--- src/rtl/imem_loader.sv ---
// imem_loader: boot-time program loader. Parses a framed UART byte stream
// (0xA5, N, 4*N little-endian data bytes, XOR checksum), writes the words into
// instruction memory and releases the CPU reset only after a valid image.
module imem_loader #(
    parameter int DEPTH_W = 6
) (
    input  logic               clk,
    input  logic               reset,
    input  logic [7:0]         rx_data,
    input  logic               rx_valid,
    input  logic               reload,
    output logic               we,
    output logic [DEPTH_W-1:0] wa,
    output logic [31:0]        wd,
    output logic               cpu_reset,
    output logic               busy,
    output logic               err,
    output logic [DEPTH_W:0]   words_loaded
);

    typedef enum logic [2:0] {
        SYNC,
        COUNT,
        DATA,
        CSUM,
        RUN,
        ERROR
    } state_t;

    localparam int             MAX_WORDS = 1 << DEPTH_W;
    localparam logic [7:0]     SYNC_BYTE = 8'hA5;
    localparam logic [DEPTH_W-1:0] WA_ONE = {{(DEPTH_W-1){1'b0}}, 1'b1};
    localparam logic [DEPTH_W:0]   WL_ONE = {{DEPTH_W{1'b0}}, 1'b1};

    state_t               state, state_next;
    logic [DEPTH_W:0]     count, count_next;
    logic [DEPTH_W-1:0]   word_idx, word_idx_next;
    logic [1:0]           byte_idx, byte_idx_next;
    logic [23:0]          asm_word, asm_word_next;
    logic [7:0]           csum, csum_next;
    logic                 we_next;
    logic [DEPTH_W-1:0]   wa_next;
    logic [31:0]          wd_next;
    logic                 cpu_reset_next;
    logic                 busy_next;
    logic                 err_next;
    logic [DEPTH_W:0]     words_loaded_next;

    // Register the FSM state, the frame datapath and every output.
    always_ff @(posedge clk) begin
        if (reset) begin
            state        <= SYNC;
            count        <= '0;
            word_idx     <= '0;
            byte_idx     <= '0;
            asm_word     <= '0;
            csum         <= '0;
            we           <= 1'b0;
            wa           <= '0;
            wd           <= '0;
            cpu_reset    <= 1'b1;
            busy         <= 1'b0;
            err          <= 1'b0;
            words_loaded <= '0;
        end else begin
            state        <= state_next;
            count        <= count_next;
            word_idx     <= word_idx_next;
            byte_idx     <= byte_idx_next;
            asm_word     <= asm_word_next;
            csum         <= csum_next;
            we           <= we_next;
            wa           <= wa_next;
            wd           <= wd_next;
            cpu_reset    <= cpu_reset_next;
            busy         <= busy_next;
            err          <= err_next;
            words_loaded <= words_loaded_next;
        end
    end

    // Frame parser: next state, word assembly, checksum and write strobe.
    // Status outputs are derived from the next state so that they line up
    // exactly with the registered state.
    always_comb begin
        state_next        = state;
        count_next        = count;
        word_idx_next     = word_idx;
        byte_idx_next     = byte_idx;
        asm_word_next     = asm_word;
        csum_next         = csum;
        we_next           = 1'b0;
        wa_next           = wa;
        wd_next           = wd;
        words_loaded_next = words_loaded;

        case (state)
            SYNC: begin
                if (rx_valid && (rx_data == SYNC_BYTE)) begin
                    state_next        = COUNT;
                    csum_next         = '0;
                    words_loaded_next = '0;
                end
            end

            COUNT: begin
                if (rx_valid) begin
                    count_next    = rx_data[DEPTH_W:0];
                    word_idx_next = '0;
                    byte_idx_next = '0;
                    csum_next     = '0;
                    if (rx_data == 8'h00) begin
                        state_next = CSUM;
                    end else if (int'(rx_data) > MAX_WORDS) begin
                        state_next = ERROR;
                    end else begin
                        state_next = DATA;
                    end
                end
            end

            DATA: begin
                if (rx_valid) begin
                    csum_next     = csum ^ rx_data;
                    byte_idx_next = byte_idx + 2'd1;
                    case (byte_idx)
                        2'd0: asm_word_next[7:0]   = rx_data;
                        2'd1: asm_word_next[15:8]  = rx_data;
                        2'd2: asm_word_next[23:16] = rx_data;
                        default: begin
                            we_next           = 1'b1;
                            wa_next           = word_idx;
                            wd_next           = {rx_data, asm_word};
                            words_loaded_next = words_loaded + WL_ONE;
                            word_idx_next     = word_idx + WA_ONE;
                            if (words_loaded_next == count) begin
                                state_next = CSUM;
                            end
                        end
                    endcase
                end
            end

            CSUM: begin
                if (rx_valid) begin
                    state_next = (rx_data == csum) ? RUN : ERROR;
                end
            end

            RUN, ERROR: begin
                if (reload) begin
                    state_next        = SYNC;
                    words_loaded_next = '0;
                    csum_next         = '0;
                    word_idx_next     = '0;
                    byte_idx_next     = '0;
                end
            end

            default: begin
                state_next = SYNC;
            end
        endcase

        cpu_reset_next = (state_next != RUN);
        busy_next      = (state_next == COUNT) || (state_next == DATA) || (state_next == CSUM);
        err_next       = (state_next == ERROR);
    end

endmodule

--- config.mk ---
export PLATFORM = sky130hd
export DESIGN_NAME = imem_loader
export DESIGN_NICKNAME = d
export VERILOG_FILES = /design/src/rtl/imem_loader.sv
export SDC_FILE = /design/constraint.sdc
export NUM_CORES = 1
export LEC_CHECK = 0
export BUFFER_PORTS_ARGS = -buffer_cell sky130_fd_sc_hd__buf_2
export CAP_MARGIN = 20
export CORE_UTILIZATION = 44
export CTS_CLUSTER_DIAMETER = 40
export CTS_CLUSTER_SIZE = 8
export DETAILED_ROUTE_END_ITERATION = 10
export PLACE_DENSITY = 0.71
export SLEW_MARGIN = 0
export SYNTH_ARGS = -nofsm -noshare
export SYNTH_HDL_FRONTEND = slang
export SYNTH_SLANG_ARGS = --single-unit
--- constraint.sdc ---
create_clock -name clk -period 5.23 [get_ports clk]
set_clock_uncertainty 0.05 [all_clocks]
set_input_delay 0.523 -clock clk [delete_from_list [all_inputs] [get_ports clk]]
set_output_delay 0.523 -clock clk [all_outputs]
set_load 0.01 [all_outputs]
==> results.txt, run 1 <==
Setup total negative slack on the finished layout was measured at 0 ns. The tools report the source-to-sink clock delay at the later pin of the worst-skew pair as 0.37 ns. The total overflow left after global routing is 0.

The transition time at the pin with the least slew margin came out at 0.9267 ns. STA puts the critical path data required time at 5.48 ns. Counting along the longest clock path gives a buffer depth of 2.

TritonCTS built the clock tree. The number of hold violations in the final report was 0. The share of flip-flops with an asynchronous set or reset after synthesis was 0%; the post-synthesis to final-layout area growth was 11.11%.

The vertical die dimension works out to 100.6 µm. Dividing the detail-routed wire length by the instance count gives 13.80 µm. The worst-case IR drop observed on VDD is 0.1803 mV. The worst hold path passes through 2 cells. The number of antenna diodes in the final layout is 0. The analysis attributes to cell leakage a power of 1.714 nW. In this run the count of I/O pins placed on the die edge is 61. STA classifies the critical path startpoint as a flip-flop.

Post-synth design cell area: 0.004280 mm². The count of synthesis-stage warnings from yosys was 0. In this run the worst setup path begins at state[1]$_SDFF_PP0_.

In the final layout, the share of cells above drive strength 1 is 15.19%. The cell count after synthesis came out at 531. The worst setup path is captured at a flip-flop. Derived from the worst setup path, the maximum achievable clock frequency is 0.3472 GHz.

For this design the ratio of total power to cell area is 266.6 mW/mm². The multi-input combinational cells in the finished layout cover a total of 0.002074 mm². The tightest min-delay check is of the reg2reg type.

In the global route stage, overall resource usage came out at 19.90%. The floorplan has 35 rows. Hold timing on the final database bottoms out at a slack of 0.4044 ns. Counting flops with a built-in enable in the synthesized netlist gives 0. The clock drives 99 sinks.

Across all setup checks in the final design, the least slack found is 2.350 ns. The die covers 0.01013 mm². The flow ran to the end, and the final reports show no timing, DRC or antenna violations. The post-synthesis sequential element count was 99; the register-to-register path setup slack was 2.35 ns. The run gives 6123 µm as the half-perimeter wire length after placement.

Startpoint of the worst-slack reg-to-reg timing path: state[1]$_SDFF_PP0_. After detailed routing, the number of remaining DRC violations is 0. For the DRC violation total after the first TritonRoute iteration, the log shows 209. The tool flagged a number of max-cap violations equal to 0. The tools report the number of gates resized after cts as 0. In this run the post-CTS setup repair buffer count came out at 0. The first-pass iteration count of the detailed router is 4, and the net count after synthesis is 549.

Setup repair after global routing left no endpoint under its margin. The count of distinct cell types in the synthesized netlist came out at 51. Capture point of the critical path: words_loaded[1]$_SDFFE_PP0P_. The number of nets at the end of the flow is 579, and the global-route wire length before repair is 15970 µm.

In this run the tightest slew margin relative to its limit is 38.22%. Data arrives at the worst endpoint at 3.13 ns. The worst setup timing slack at the placement stage is 2.260 ns. The initial antenna violation count is 0. The number of vias in the routed layout is 3673, and the final weighted congestion of routability-driven global placement is 0.7797. CTS built an H-tree with a depth of 3. The initial utilization of the core area, before any placement, comes to 45.89%. The tools report the end of the worst register-to-register path as words_loaded[1]$_SDFFE_PP0P_. The floorplan step set the die width to 100.6 µm. The maximum number of pins on one net before global-route repair is 93, and the standard cell core area is 0.009328 mm². In the final layout, flip-flops and latches occupy 0.001982 mm². In this run the worst path has a maximum fanout of 46.

The number of clock buffers added by TritonCTS is 9. A synthesized cell averages 8.061 µm². Input and output buffers added on the ports amount to 60. Clock-pin slew was measured on the worst setup and hold paths at 0.10 ns. After detailed routing, the total wire length is 9593 µm.

Dividing the final minimum period by the clock period gives 55.07%. Dividing the detail-routed via count by the number of cells gives 5.285. The max-slew violation total from the final report was 0. The proportion of synthesized chip area in sequential cells was 46.30%; the layout filler cell count was 933. The via count of the first global-routing pass is 3460. The remaining number of nets flagged by the antenna check after routing is 0. Measured in cells, the most critical reg-to-reg path has a length of 6. For the final setup violation count, the log shows 0.

The tree is rooted in a sky130_fd_sc_hd__clkbuf_8. The dominant register cell in the synthesized netlist was sky130_fd_sc_hd__dfxtp_1. The number of hold buffers added after CTS is 0. The critical setup path kind was reg2reg.

The smallest clock period supported by the final layout is computed as 2.880 ns.
==> synthesized netlist by cell type, types with 3 or more instances <==
library cell | number | area (µm²)
sky130_fd_sc_hd__nor2_1 | 36 | 135.1
sky130_fd_sc_hd__ha_1 | 6 | 75.07
sky130_fd_sc_hd__a31oi_1 | 4 | 25.02
sky130_fd_sc_hd__a21oi_1 | 84 | 420.4
sky130_fd_sc_hd__nand3b_1 | 11 | 82.58
sky130_fd_sc_hd__inv_1 | 4 | 15.01
sky130_fd_sc_hd__xor2_1 | 5 | 43.79
sky130_fd_sc_hd__nand2_1 | 114 | 427.9
sky130_fd_sc_hd__buf_2 | 11 | 55.05
sky130_fd_sc_hd__or3_1 | 4 | 25.02
sky130_fd_sc_hd__xnor2_1 | 13 | 113.9
sky130_fd_sc_hd__clkbuf_1 | 24 | 90.09
sky130_fd_sc_hd__nand3_1 | 29 | 145.1
sky130_fd_sc_hd__o21ai_0 | 16 | 80.08
sky130_fd_sc_hd__nand4_1 | 3 | 18.77
sky130_fd_sc_hd__dfxtp_1 | 99 | 1982
sky130_fd_sc_hd__mux2i_1 | 8 | 80.08
sky130_fd_sc_hd__nand2b_1 | 4 | 25.02
sky130_fd_sc_hd__and3_1 | 3 | 18.77
sky130_fd_sc_hd__buf_1 | 4 | 15.01
sky130_fd_sc_hd__buf_4 | 5 | 37.54
sky130_fd_sc_hd__nor3_1 | 3 | 15.01
sky130_fd_sc_hd__nor2b_1 | 4 | 25.02
==> cells in the final DEF (no fill, tap or decap), types with 5 or more instances in the layout <==
master / count
sky130_fd_sc_hd__nand2_1: 114
sky130_fd_sc_hd__dfxtp_1: 99
sky130_fd_sc_hd__a21oi_1: 84
sky130_fd_sc_hd__buf_2: 60
sky130_fd_sc_hd__nor2_1: 36
sky130_fd_sc_hd__nand3_1: 29
sky130_fd_sc_hd__o21ai_0: 16
sky130_fd_sc_hd__xnor2_1: 13
sky130_fd_sc_hd__nand3b_1: 11
sky130_fd_sc_hd__clkbuf_8: 9
sky130_fd_sc_hd__mux2i_1: 8
sky130_fd_sc_hd__ha_1: 6
sky130_fd_sc_hd__xor2_1: 5
==> sequential cells by signal (all words and copies together) (netlist names) <==
signal / flops
busy: 1
state: 3
word_idx: 6
err: 1
wd: 32
asm_word: 24
count: 7
csum: 8
byte_idx: 2
wa: 6
words_loaded: 7
cpu_reset: 1
we: 1
==> layout make-up <==
cell class                      count  area share (%)
Inverter                            4          0.3157
Multi-Input combinational cell    383           43.62
Clock buffer                        9           2.605
Sequential cell                    99           41.67
Tap cell                          129           3.394
Timing Repair Buffer               64           6.946
Clock inverter                      7           1.447
==> critical path, cell delays in order (launching register included) <==
cell and delay [ns]:
sky130_fd_sc_hd__dfxtp_1 0.57, sky130_fd_sc_hd__and4bb_1 0.25, sky130_fd_sc_hd__buf_4 0.38, sky130_fd_sc_hd__nand2_2 0.56, sky130_fd_sc_hd__o211a_1 0.43, sky130_fd_sc_hd__or3b_1 0.40, sky130_fd_sc_hd__a21oi_1 0.15
==> worst min-delay path by stage <==
stage / start / end / slack (ns)
3_3_place_gp: wd[31]$_SDFFE_PP0P_ / wd[31]$_SDFFE_PP0P_ / 0.39
6_report: asm_word[3]$_SDFFE_PP0P_ / wd[3]$_SDFFE_PP0P_ / 0.40
2_1_floorplan: asm_word[0]$_SDFFE_PP0P_ / wd[0]$_SDFFE_PP0P_ / 0.38
4_1_cts: wd[24]$_SDFFE_PP0P_ / wd[24]$_SDFFE_PP0P_ / 0.41
3_5_place_dp: asm_word[3]$_SDFFE_PP0P_ / wd[3]$_SDFFE_PP0P_ / 0.39
5_1_grt: wa[4]$_SDFFE_PP0P_ / wa[4]$_SDFFE_PP0P_ / 0.42
==> power breakdown <==
group | leakage [nW] | internal, mW | switching, mW
clock network | 0.0915 | 0.185 | 0.289
registers | 0.797 | 0.753 | 0.0000960
logic | 0.826 | 0.00941 | 0.0302
total | 1.71 | 0.948 | 0.320
==> layer usage <==
| metal | vias to the layer above | GRT usage [%] | share of wire (%) |
|---|---|---|---|
| li1 | 1852 | - | - |
| met1 | 1724 | 25.20 | 47 |
| met2 | 83 | 33.25 | 46 |
| met3 | 14 | 3.814 | 5.3 |
| met4 | 0 | 8.250 | 2.0 |
| met5 | - | 0 | 0 |
==> cell families after synthesis <==
| group | synth area share [%] |
|---|---|
| simple gates | 24.93 |
| compound gates | 15.87 |
| flops | 46.30 |
| buf+inv | 5.232 |
| xor+xnor | 3.683 |
| mux | 2.222 |
| fa+ha+maj | 1.754 |
==> stage by stage <==
| stage | utilization, % | cells | total power, mW | cell area, µm² |
|---|---|---|---|---|
| 3_5_place_dp | 48.92 | 679 | 0.8103 | 4563 |
| 2_1_floorplan | - | 531 | 0.7983 | 4280 |
| 5_1_grt | 50.99 | 695 | 1.308 | 4756 |
| 4_1_cts | 50.99 | 695 | 1.277 | 4756 |
| 3_3_place_gp | 48.92 | 679 | 0.8089 | 4563 |
| 6_report | 50.99 | 695 | 1.268 | 4756 |
Note: power is estimated with default switching activity, not from simulation.
==> run 2, diff against run 1 <==
- PLACE_DENSITY: 0.71 -> 0.73
- clock period: 5.23 -> 2.55 ns (I/O delays scaled with it)
==> run 2 against run 1 <==
  * Wire length unchanged
  * Design area grew 1.5%
  * Sequential share of layout area decreased by 0.61 points
  * Via count decreased by 0.57%
  * Clock-buffer cell count stayed put
==> results.txt, run 2 (synthesized netlist as in run 1, its figures left out) <==
The flow ran to the end, and the final reports show no timing, DRC or antenna violations. The critical setup path kind was reg2reg (unchanged). Fraction of power spent switching nets: 24.39% (was 25.22%).

The peak fanout along the critical path is 27 (was 46). The startpoint of the worst-slack reg-to-reg timing path is state[1]$_SDFF_PP0_ (unchanged). For the number of clock buffers inserted by TritonCTS, the log shows 9 (unchanged).

The root buffer cell was sky130_fd_sc_hd__clkbuf_8 (unchanged). Via count of the first global-routing pass: 3362 (was 3460). The wire length after detailed routing is 9593 µm (unchanged). The combinational fraction of design power came out at 2.9% (was 3.1%). The capture point of the critical path was asm_word[17]$_SDFFE_PP0P_ (was words_loaded[1]$_SDFFE_PP0P_). The tools report the leftover overflow at the end of global routing as 0 (unchanged). The vertical die dimension works out to 100.6 µm (unchanged). The number of cell rows came out at 35 (unchanged). The tools report the category of the worst setup path launch point as a flip-flop (unchanged). The top register by number of flip-flops was wd (unchanged). The logs give 3652 (was 3673) for the number of vias in the routed layout and 0.3565 mV (was 0.1803 mV) for the peak supply drop. Most common cell after layout, fill and taps aside: sky130_fd_sc_hd__nand2_1 (unchanged). For the worst setup timing slack at the placement stage, the log shows 0.3361 ns (was 2.260 ns). Highest-count cells in the layout ignoring fill and taps: sky130_fd_sc_hd__nand2_1 (114), sky130_fd_sc_hd__dfxtp_1 (99), sky130_fd_sc_hd__a21oi_1 (84), sky130_fd_sc_hd__buf_2 (60), sky130_fd_sc_hd__nor2_1 (36) (unchanged). The logs give 894 (was 933) for the layout filler cell count and 1.757 nW (was 1.714 nW) for the leakage component of the power. The tools report the number of gates resized after cts as 0 (unchanged).

The source-to-sink clock delay at the later pin of the worst-skew pair was 0.38 ns (was 0.37 ns); the remaining number of nets flagged by the antenna check after routing was 0 (unchanged). The count of unresolved DRC violations after routing is 0 (unchanged), and the global-route wire length before repair is 15870 µm (was 15970 µm). The worst hold margin came out at 0.1985 ns (was 0.4044 ns).

The average vias per placed instance was 5.210 (was 5.285). The total number of clock tree sinks is 99 (unchanged), and the clock-pin slew reported for the worst setup and hold paths after clock tree synthesis is 0.10 ns (about the same). Worst relative slew slack: 56.77% (was 38.22%). The endpoint type of the worst setup path is a flip-flop (unchanged). The run gives 66 (was 93) as the maximum number of pins on one net before global-route repair.

The run gives 2 (unchanged) as the maximum buffer depth of the clock tree. The run gives 0 (unchanged) as the final setup violation count. The net switching power figure came out at 659.5 µW (was 319.7 µW).

The standard cell core area is 0.009328 mm² (unchanged), and the data arrival time of the worst path is 2.43 ns (was 3.13 ns). For the number of nets at the end of the flow, the log shows 585 (was 579). The clock network fraction of design power is 39.9% (was 37.4%). The number of diodes added for antenna fixing was 0 (unchanged); the max-slew violation total from the final report was 0 (unchanged).

The tools report the final weighted congestion of routability-driven global placement as 0.7923 (was 0.7797). Post-synthesis to final-layout area growth: 12.74% (was 11.11%). The number of hold violations in the final report was 0 (unchanged). The initial core utilization was 45.89% (unchanged); the number of cells on the worst reg-to-reg path was 6 (unchanged).

For the number of hold buffers added after CTS, the log shows 0 (unchanged). The cell-internal power was 2.045 mW (was 948.0 µW). The beginning of the critical path was state[1]$_SDFF_PP0_ (unchanged). The tools report the setup fix buffers added after clock tree synthesis as 0 (unchanged).

The tools report the total die area as 0.01013 mm² (unchanged). The total global routing track utilization is 19.86% (was 19.90%), and the number of buffer cells added on primary ports is 60 (unchanged). Power density normalized to cell area: 560.4 mW/mm² (was 266.6 mW/mm²).

The area of placed instances is 0.004608 mm² (was 0.004563 mm²). The transition time at the pin with the least slew margin is 0.6484 ns (was 0.9267 ns), and the average wire per cell in the routed design is 13.68 µm (was 13.80 µm). Flip-flop count of the largest register, all copies and words added: 32 (unchanged). The logs give 0.3064 ns (was 2.350 ns) for the minimum setup slack in the final design and 6526 µm (was 6123 µm) for the half-perimeter wire length after placement.

The total area of multi-input combinational cells came out at 0.002074 mm² (unchanged). Setup repair after global routing left no endpoint under its margin. The end of the worst register-to-register path was asm_word[17]$_SDFFE_PP0P_ (was words_loaded[1]$_SDFFE_PP0P_). The tools report the DRC violation total after the first TritonRoute iteration as 172 (was 209). The logs give 0.001982 mm² (unchanged) for the storage element area and 0 ns (unchanged) for the setup TNS.

The first-pass iteration count of the detailed router was 4 (unchanged). The number of max-cap violations came out at 0 (unchanged). The chip width works out to 100.6 µm (unchanged). TritonCTS built the clock tree. The register-to-register path setup slack came out at 0.31 ns (was 2.35 ns).

The fraction of layout cells with a size suffix above 1 came out at 16.08% (was 15.19%). Largest registers: wd (32), asm_word (24), csum (8) (unchanged). The run gives 0.4457 GHz (was 0.3472 GHz) as the maximum clock frequency. The logs give 2.73 ns (was 5.48 ns) for the required time at the worst-slack endpoint and 0.004826 mm² (was 0.004756 mm²) for the summed area of non-filler cells in the final layout. For the proportion of power drawn by flip-flops and latches, the log shows 57.1% (was 59.4%).

Clock period minus final worst setup slack: 2.244 ns (was 2.880 ns). The path type of the worst min-delay path is in2reg (was reg2reg). Total I/O pin count: 61 (unchanged). For the H-tree depth, the log shows 3 (unchanged). The initial antenna violation count was 0 (unchanged); the part of the cycle the worst path needs was 87.99% (was 55.07%).
## run 2: cell types whose count changed in the layout (fill, tap and decap cells not counted), sizes merged
cell / change
bufinv: +1
clkinvlp: -1
clkinv: +1
buf: +6
inv: -1
## run 2: final cells by class
class	count	area share, %
Clock buffer	9	2.567
Clock inverter	7	1.945
Timing Repair Buffer	70	7.778
Sequential cell	99	41.07
Inverter	4	0.3111
Tap cell	129	3.345
Multi-Input combinational cell	383	42.99
## run 2: worst min-delay path by stage
stage | start | to | cells after the start
floorplan | asm_word[0]$_SDFFE_PP0P_ | wd[0]$_SDFFE_PP0P_ | 2
global placement | wd[26]$_SDFFE_PP0P_ | wd[26]$_SDFFE_PP0P_ | 2
detailed placement | wd[12]$_SDFFE_PP0P_ | wd[12]$_SDFFE_PP0P_ | 2
CTS | rx_data[4] | asm_word[20]$_SDFFE_PP0P_ | 3
global route | rx_data[3] | asm_word[11]$_SDFFE_PP0P_ | 3
finish | rx_data[3] | wd[27]$_SDFFE_PP0P_ | 3
## run 2: worst max-delay path, stage by stage, from the launching register on
cell	delay, ns
sky130_fd_sc_hd__dfxtp_1	0.57
sky130_fd_sc_hd__and4bb_1	0.51
sky130_fd_sc_hd__buf_4	0.34
sky130_fd_sc_hd__buf_4	0.22
sky130_fd_sc_hd__nand2_1	0.19
sky130_fd_sc_hd__nand2_1	0.14
sky130_fd_sc_hd__a21oi_1	0.08
## run 2: stage by stage
stage | power, mW | cells | util, %
finish | 2.704 | 701 | 51.74
CTS | 2.732 | 701 | 51.74
detailed placement | 1.660 | 685 | 49.40
global route | 2.808 | 701 | 51.74
global placement | 1.659 | 685 | 49.40
floorplan | 1.637 | 531 | -
## run 2: routing by layer
layer / routed length [µm] / GRT usage (%)
met3: 452 / 2.843
met1: 4432 / 26.09
met5: 0 / 0
met4: 211 / 8.250
met2: 4497 / 32.77
## run 2: power groups by stage
stage | Sequential [mW] | Clock [mW] | Combinational (mW)
after floorplan | 1.58 | 0 | 0.0562
after global placement | 1.58 | 0 | 0.0779
after detailed placement | 1.58 | 0 | 0.0788
after CTS | 1.55 | 1.11 | 0.0787
after global routing | 1.55 | 1.18 | 0.0853
final | 1.55 | 1.08 | 0.0796
